===== config.mk =====
export PLATFORM = sky130hd
export DESIGN_NAME = btn_gesture_decoder
export DESIGN_NICKNAME = d
export VERILOG_FILES = /design/src/rtl/btn_gesture_decoder.sv
export SDC_FILE = /design/constraint.sdc
export NUM_CORES = 1
export LEC_CHECK = 0
export CORE_MARGIN = 2
export CORE_UTILIZATION = 55
export DETAILED_ROUTE_END_ITERATION = 6
export GPL_TIMING_DRIVEN = 1
export PLACE_DENSITY = 0.76
export SYNTH_ARGS = -nofsm -noshare
export SYNTH_HDL_FRONTEND = slang
export SYNTH_SLANG_ARGS = --single-unit

===== constraint.sdc =====
create_clock -name clk -period 2.1 [get_ports clk]
set_clock_uncertainty 0.05 [all_clocks]
set_input_delay 0.21 -clock clk [delete_from_list [all_inputs] [get_ports clk]]
set_output_delay 0.21 -clock clk [all_outputs]
set_load 0.01 [all_outputs]

===== src/rtl/btn_gesture_decoder.sv =====
// Button gesture classifier: turns a debounced button level into single-click,
// double-click and long-press events using one shared timer.
module btn_gesture_decoder #(
  parameter int unsigned LONG_CYC   = 50_000_000,
  parameter int unsigned DCLICK_CYC = 25_000_000,
  parameter int unsigned CNT_W      = 26
) (
  input  logic clk,
  input  logic reset,
  input  logic db_level,
  output logic single_tick,
  output logic double_tick,
  output logic long_tick,
  output logic long_hold,
  output logic busy
);

  typedef enum logic [2:0] {
    S_IDLE      = 3'd0,
    S_PRESS1    = 3'd1,
    S_LONG_HELD = 3'd2,
    S_GAP       = 3'd3,
    S_PRESS2    = 3'd4
  } state_t;

  localparam logic [CNT_W-1:0] LONG_LAST   = CNT_W'(LONG_CYC - 1);
  localparam logic [CNT_W-1:0] DCLICK_LAST = CNT_W'(DCLICK_CYC - 1);

  state_t           state;
  logic [CNT_W-1:0] timer;

  // Ticks default low every cycle; busy and long_hold track the state being entered.
  always_ff @(posedge clk or negedge reset) begin
    if (!reset) begin
      state       <= S_IDLE;
      timer       <= '0;
      single_tick <= 1'b0;
      double_tick <= 1'b0;
      long_tick   <= 1'b0;
      long_hold   <= 1'b0;
      busy        <= 1'b0;
    end else begin
      single_tick <= 1'b0;
      double_tick <= 1'b0;
      long_tick   <= 1'b0;
      case (state)
        S_IDLE: begin
          if (db_level) begin
            state <= S_PRESS1;
            timer <= '0;
            busy  <= 1'b1;
          end
        end
        S_PRESS1: begin
          // A release wins over the long-press limit on the same cycle.
          if (!db_level) begin
            state <= S_GAP;
            timer <= '0;
          end else if (timer == LONG_LAST) begin
            state     <= S_LONG_HELD;
            timer     <= '0;
            long_tick <= 1'b1;
            long_hold <= 1'b1;
          end else begin
            timer <= timer + CNT_W'(1);
          end
        end
        S_LONG_HELD: begin
          if (!db_level) begin
            state     <= S_IDLE;
            timer     <= '0;
            long_hold <= 1'b0;
            busy      <= 1'b0;
          end
        end
        S_GAP: begin
          // A press wins over window expiry on the same cycle.
          if (db_level) begin
            state       <= S_PRESS2;
            timer       <= '0;
            double_tick <= 1'b1;
          end else if (timer == DCLICK_LAST) begin
            state       <= S_IDLE;
            timer       <= '0;
            single_tick <= 1'b1;
            busy        <= 1'b0;
          end else begin
            timer <= timer + CNT_W'(1);
          end
        end
        S_PRESS2: begin
          if (!db_level) begin
            state <= S_IDLE;
            timer <= '0;
            busy  <= 1'b0;
          end
        end
        default: begin
          state     <= S_IDLE;
          timer     <= '0;
          long_hold <= 1'b0;
          busy      <= 1'b0;
        end
      endcase
    end
  end

endmodule


==> summary.md, run 1 <==
| Metric | Value |
|---|---|
| Synthesized instance count | 228 |
| Reg2reg setup slack | 0.08 ns |
| Max IR drop VDD | 0.497 mV |
| Worst slew margin | 0.711 |
| Initial Utilization | 0.579 |
| Critical path class | reg2reg |
| Main synth FF type | dfrtp_1 |
| Measured slew at the worst slew-check pin | 0.433 ns |
| YS warnings | 0 |
| Global-route wire length before repair | 8380 um |
| Total clock sinks | 34 |
| Distinct cells, synth | 53 |
| Total number of vias | 1929 |
| DRC viols | 0 |
| Clock transition at path regs | 0.07 ns |
| EDFF count, synth | 0 |
| Syn avg cell area | 9.36 um2 |
| Crit-path max cell delay | 0.41 ns |
| Max Slew Vio Count | 0 |
| Slowest cell on the critical path | or3b_4 |
| Die area | 4400 um2 |
| RSZ-0062 raised after global routing | true |
| Root Buffer | clkbuf_8 |
| Layout cell share with drive strength beyond 1 | 0.255 |
| Fmax | 494 MHz |
| Number of hold-repair buffers added at the cts stage | 0 |
| Initial antenna violation count | 0 |
| # fillers | 280 |
| Synth Net Count | 232 |
| DR WL/cell | 16.0 um |
| CTS tree | built |
| Power per cell area | 894 nW/um2 |
| Crit share post-route | 0.964 |
| Fin util | 0.717 |
| Final setup fails | 0 |
| Max-cap viol count | 0 |
| Die Span Y | 66.3 um |
| Gpl congestion | 0.912 |
| CP Launch Type | flip-flop |
| Remaining global-route overflow | 0 |
| # IOs | 8 |
| Core Region | 3690 um2 |
| CTS Buffer Depth | 2 |
| Total power | 2.37 mW |
| Largest net degree at the start of global routing | 35 |
| Post-route ant nets | 0 |
| # diodes | 0 |
| Port Buffers | 7 |
| Iter 0 DRT Violations | 131 |
| Crit path required time | 2.22 ns |
| Critical path peak fanout | 7 |
| Die width | 66.3 um |
| Post-DP HPWL | 3630 um |
| RR Startpoint | timer[9]$_DFFE_PN0P_ |
| Clk_lat worst skew | 0.29 ns |
| Sequential fraction of the synthesis area | 0.399 |
| Cts bufs inserted | 5 |
| Worst reg2reg path depth | 7 |
| Yosys reg bits | 34 |
| Critical Path, Cell by Cell | or3b_4, nor4_4, buf_4, a31oi_4, o21ai_4, buf_6, o211ai_1 |
| Final Hold Fails | 0 |
| WL final | 5050 um |
| Hold crit path type | in2async |
| Post-route setup TNS | 0 ns |
| H-tree depth | 2 |
| Vias per cell | 6.12 |
| Overall routing resource usage | 0.254 |
| Status | completed |
| Worst EP arrival | 2.14 ns |
| Vias in the first global route | 1735 |
| Most common cell after layout, fill and taps aside | buf_4 |
| Crit path time final | 2.02 ns |
| Crit Reg-Reg Endpoint | timer[12]$_DFFE_PN0P_ |
| Drt first pass iters | 4 |
| Nature of the critical path endpoint | flip-flop |
| Post-synthesis async set-or-reset flop share | 1.00 |
| Nets | 271 |
| Row count | 22 |
| Leak pwr | 1.05 nW |
| Post-synth design cell area | 2130 um2 |
| Area delta synth->final | 23.9% |
| Most frequent cells in the layout | buf_4 (37), dfrtp_1 (34), nand2_1 (30) |
cell families (layout without fill, tap and decap cells):
family | after synthesis | count (layout) | synth area share
AND/OR/NAND/NOR | 102 | 102 | 0.273
AO/OA/AOI/OAI | 52 | 52 | 0.188
flip-flops | 34 | 34 | 0.399
buffers and inverters | 22 | 61 | 0.0645
XOR/XNOR | 16 | 16 | 0.0657
adder cells (fa/ha/maj) | 2 | 2 | 0.0106
worst max-delay path by stage:
stage	startpoint	endpoint
after floorplan	timer[16]$_DFFE_PN0P_	timer[5]$_DFFE_PN0P_
after global placement	timer[16]$_DFFE_PN0P_	timer[16]$_DFFE_PN0P_
after detailed placement	timer[16]$_DFFE_PN0P_	timer[16]$_DFFE_PN0P_
after CTS	timer[16]$_DFFE_PN0P_	timer[2]$_DFFE_PN0P_
after global routing	timer[9]$_DFFE_PN0P_	timer[14]$_DFFE_PN0P_
final	timer[9]$_DFFE_PN0P_	timer[12]$_DFFE_PN0P_
per-stage QoR:
stage	setup WS (ns)	instances	hold WS (ns)	instance area (um2)
after floorplan	0.0384	228	-0.136	2130
after global placement	0.0618	307	0.491	2480
after detailed placement	0.00152	307	0.493	2480
after CTS	0.0168	314	0.296	2590
after global routing	-0.0274	315	0.321	2650
final	0.0759	315	0.280	2650
registers in the layout (all words and copies together), names as in the netlist:
register / count
timer: 26
long_tick: 1
state: 3
single_tick: 1
busy: 1
double_tick: 1
long_hold: 1
where the power goes:
group / switching [mW] / internal [mW]
Sequential: 0.0610 / 0.715
Clock: 0.233 / 0.380
Combinational: 0.574 / 0.402
cells in the mapped netlist, types with 2 or more instances:
master / n / area, um2
dfrtp_1: 34 / 851
nand2_1: 30 / 113
a21oi_1: 17 / 85.1
xnor2_1: 14 / 123
nand3_1: 11 / 55.1
nor4_1: 9 / 56.3
o211ai_1: 9 / 67.6
buf_6: 7 / 78.8
clkbuf_1: 7 / 26.3
nand4_1: 7 / 43.8
nor2_1: 7 / 26.3
nor3_1: 7 / 35.0
inv_1: 6 / 22.5
o2111ai_1: 6 / 52.6
and2_1: 4 / 25.0
and4_1: 4 / 35.0
or3_1: 4 / 25.0
o211ai_2: 3 / 37.5
and3_1: 2 / 12.5
buf_2: 2 / 10.0
nand2b_1: 2 / 12.5
nor2b_1: 2 / 12.5
o21ai_0: 2 / 10.0
o21ai_1: 2 / 10.0
xor2_1: 2 / 17.5
final cells by class:
cell class	count	area, um2	share of cell area
multi-input cells	172	1200	0.453
repair buffers	48	402	0.152
clock buffers	6	82.6	0.0312
clock inverters	1	30.0	0.0114
flip-flops and latches	34	851	0.322
inverters	6	22.5	0.00851
well taps	48	60.1	0.0227
critical path, delay by kind of cell, from the launching register on:
family,cells,cell delay (ns)
flip-flops,1,0.38
AND/OR/NAND/NOR,2,0.64
buffers and inverters,2,0.37
AO/OA/AOI/OAI,3,0.47
layer usage:
metal	wire length, um	global-route usage	part of all wire
met2	2390	0.389	0.47
met1	2310	0.351	0.46
met3	251	0.0562	0.050
met5	0	0	0
met4	102	0.0918	0.020
timing repair:
item                                    in CTS  in global routing
setup buffers                                0                  1
cloned                                       0                  0
pin swaps                                    0                  5
endpoints found under the setup margin       1                 13
resized for setup                            1                 11
No activity file was read; power rests on OpenSTA's default activity.
==> inputs of run 2 (changes only) <==
CAP_MARGIN = 20   (was not set)
==> results of run 2 <==
Same layout as run 1: the final DEF is identical, and so are final timing and power.
==> inputs of run 3 (changes only) <==
ABC_AREA = 1   (was not set)
CORE_ASPECT_RATIO = 0.9   (was not set)
REMOVE_ABC_BUFFERS = 1   (was not set)
==> summary.md, run 3 <==
| Metric | Value |
|---|---|
| Largest family of logic cells by synthesized area | simple AND/OR/NAND/NOR gates (unchanged) |
| Area delta synth->final | 8.87% (was 23.9%) |
| Fmax | 539 MHz (was 494 MHz) |
| Post-synthesis compound-gate area fraction | 0.0467 (was 0.188) |
| Post-synth design cell area | 2120 um2 (was 2130 um2) |
| Crit Reg-Reg Endpoint | timer[16]$_DFFE_PN0P_ (was timer[12]$_DFFE_PN0P_) |
| Final Hold Fails | 0 (unchanged) |
| Post-route ant nets | 0 (unchanged) |
| DR WL/cell | 13.1 um (was 16.0 um) |
| Row count | 21 (was 22) |
| Die width | 69.4 um (was 66.3 um) |
| Worst hold slack | 0.282 ns (was 0.280 ns) |
| Top reg by flops | timer (unchanged) |
| Overall routing resource usage | 0.240 (was 0.254) |
| Worst reg2reg path depth | 10 (was 7) |
| Post-synthesis adder-cell area fraction | 0.00591 (was 0.0106) |
| Post-synthesis mux area share | 0 (unchanged) |
| Clk_lat worst skew | 0.28 ns (was 0.29 ns) |
| Max IR drop VDD | 0.458 mV (was 0.497 mV) |
| Die Span Y | 62.8 um (was 66.3 um) |
| # diodes | 0 (unchanged) |
| Most common cell after layout, fill and taps aside | nand2_1 (was buf_4) |
| Gpl congestion | 0.956 (was 0.912) |
| Total clock sinks | 34 (unchanged) |
| CTS tree | built (unchanged) |
| Worst EP arrival | 1.97 ns (was 2.14 ns) |
| Clock transition at path regs | 0.06 ns (was 0.07 ns) |
| Largest net degree at the start of global routing | 35 (unchanged) |
| Initial antenna violation count | 0 (unchanged) |
| Placed insts | 344 (was 307) |
| Leak pwr | 1.06 nW (was 1.05 nW) |
| Critical path class | reg2reg (unchanged) |
| Power per cell area | 825 nW/um2 (was 894 nW/um2) |
| Layout cell share with drive strength beyond 1 | 0.128 (was 0.255) |
| Cts bufs inserted | 5 (unchanged) |
| CP Launch Type | flip-flop (unchanged) |
| Fraction of post-synthesis cell area in the top cell type by area | 0.402 (was 0.399) |
| H-tree depth | 2 (unchanged) |
| Vias per cell | 5.20 (was 6.12) |
| Largest regs | timer (26), state (3) (unchanged) |
| Crit path time final | 1.85 ns (was 2.02 ns) |
| # IOs | 8 (unchanged) |
| Synthesized instance count | 291 (was 228) |
| Critical path peak fanout | 4 (was 7) |
| Max reg flops | 26 (unchanged) |
| Worst slew margin | 0.724 (was 0.711) |
| Drt first pass iters | 5 (was 4) |
| XOR/XNOR Fraction of Synth Area | 0.0290 (was 0.0657) |
| # fillers | 337 (was 280) |
| CTS Buffer Depth | 2 (unchanged) |
| Remaining global-route overflow | 0 (unchanged) |
| Max Slew Vio Count | 0 (unchanged) |
| Placed cell areas | 2230 um2 (was 2480 um2) |
| DRC viols | 0 (unchanged) |
| Initial Utilization | 0.571 (was 0.579) |
| Post-DP HPWL | 3530 um (was 3630 um) |
| Largest area contributor in the netlist | dfrtp_1 (unchanged) |
| Yosys reg bits | 34 (unchanged) |
| Nature of the critical path endpoint | flip-flop (unchanged) |
| WL final | 4580 um (was 5050 um) |
| PostCTS Resize Cnt | 0 (was 1) |
| Synth Area in Simple Gates | 0.415 (was 0.273) |
| Final setup fails | 0 (unchanged) |
| Total power | 1.90 mW (was 2.37 mW) |
| Max-cap viol count | 0 (unchanged) |
| Port Buffers | 7 (unchanged) |
| Vias in the first global route | 1765 (was 1735) |
| Root Buffer | clkbuf_8 (unchanged) |
| Design Area, Final | 2300 um2 (was 2650 um2) |
| Nets | 309 (was 271) |
| Hold crit path type | in2async (unchanged) |
| RR Startpoint | timer[0]$_DFFE_PN0P_ (was timer[9]$_DFFE_PN0P_) |
| EDFF count, synth | 0 (unchanged) |
| Post-synthesis async set-or-reset flop share | 1.00 (unchanged) |
| Die area | 4360 um2 (was 4400 um2) |
| Crit share post-route | 0.883 (was 0.964) |
| Status | completed (unchanged) |
| Most common cell in the netlist | nand2_1 (was dfrtp_1) |
| Non-Filler Instances | 351 (was 315) |
| RSZ-0062 raised after global routing | false (was true) |
| Syn avg cell area | 7.27 um2 (was 9.36 um2) |
| Setup ws final | 0.246 ns (was 0.0759 ns) |
| DP Worst Slack | 0.200 ns (was 0.00152 ns) |
| Setup bufs post-CTS | 0 (unchanged) |
| Total number of vias | 1824 (was 1929) |
| Most frequent cells in the layout | nand2_1 (64), nor2_1 (47), inv_1 (41) (was buf_4 (37), dfrtp_1 (34), nand2_1 (30)) |
| Distinct cells, synth | 31 (was 53) |
| Crit path required time | 2.22 ns (about the same) |
| YS warnings | 0 (unchanged) |
| Post-route setup TNS | 0 ns (unchanged) |
| Core Region | 3700 um2 (was 3690 um2) |
| Measured slew at the worst slew-check pin | 0.414 ns (was 0.433 ns) |
| Fin util | 0.622 (was 0.717) |
| Reg2reg setup slack | 0.25 ns (was 0.08 ns) |
| Sequential fraction of the synthesis area | 0.402 (was 0.399) |
| Top cells by area, synth | dfrtp_1 (40%), nand2_1 (11%), nor2_1 (8.3%) (was dfrtp_1 (40%), xnor2_1 (5.7%), nand2_1 (5.3%)) |
| Global-route wire length before repair | 8270 um (was 8380 um) |
| Top cells by count, synth | nand2_1 (64), nor2_1 (47), inv_1 (41), dfrtp_1 (34), nand3_1 (23) (was dfrtp_1 (34), nand2_1 (30), a21oi_1 (17), xnor2_1 (14), nand3_1 (11)) |
| Main synth FF type | dfrtp_1 (unchanged) |
| Iter 0 DRT Violations | 114 (was 131) |
| Number of hold-repair buffers added at the cts stage | 0 (unchanged) |
## run 3: cell count changes in the layout (fill, tap and decap cells not counted), sizes merged, moves of 15 or more
cell / delta
nor2: +54
nand2: +41
inv: +39
buf: -38
nand3: +15
## run 3: report_power, final
group,total [mW],switching (mW),internal (mW),leakage [nW]
Clock,0.439,0.211,0.228,0.0383
Combinational,0.694,0.486,0.208,0.549
Sequential,0.767,0.0493,0.718,0.468
Total,1.90,0.747,1.15,1.06
## run 3: how the worst max path moves through the flow
stage               slack (ns)                     to                 start
floorplan                 0.49  timer[15]$_DFFE_PN0P_  timer[0]$_DFFE_PN0P_
global placement          0.25  timer[21]$_DFFE_PN0P_              db_level
detailed placement        0.20  timer[19]$_DFFE_PN0P_              db_level
CTS                       0.25  timer[19]$_DFFE_PN0P_  timer[0]$_DFFE_PN0P_
global route              0.02  timer[16]$_DFFE_PN0P_  timer[0]$_DFFE_PN0P_
finish                    0.25  timer[16]$_DFFE_PN0P_  timer[0]$_DFFE_PN0P_
## run 3: final cells by class
type                            count  area, um2  share of cell area
Timing Repair Buffer               10       92.6              0.0402
Inverter                           45        176              0.0766
Multi-Input combinational cell    209       1050               0.456
Tap cell                           46       57.6              0.0250
Clock buffer                        7       76.3              0.0331
Sequential cell                    34        851               0.369
## run 3: kinds of logic (layout without fill, tap and decap cells)
group / Yosys count / in the layout
flip-flops: 34 / 34
AND/OR/NAND/NOR: 183 / 183
AO/OA/AOI/OAI: 18 / 18
XOR/XNOR: 7 / 7
buffers and inverters: 48 / 62
adder cells (fa/ha/maj): 1 / 1
## run 3: worst max-delay path, stage by stage (launching register included)
cell,delay (ns)
dfrtp_1,0.38
ha_1,0.18
nand2_1,0.08
inv_1,0.09
nand2_1,0.05
nor2_1,0.20
nand4_1,0.19
inv_1,0.11
nand4_1,0.19
nor2_1,0.16
nor2_1,0.06
## run 3: layer usage
metal | global-route usage | part of all wire | up-vias | wire length (um)
li1 | - | - | 949 | -
met1 | 0.344 | 0.50 | 816 | 2280
met2 | 0.346 | 0.43 | 55 | 1960
met3 | 0.0726 | 0.065 | 4 | 299
met4 | 0.0809 | 0.010 | 0 | 46
met5 | 0 | 0 | - | 0
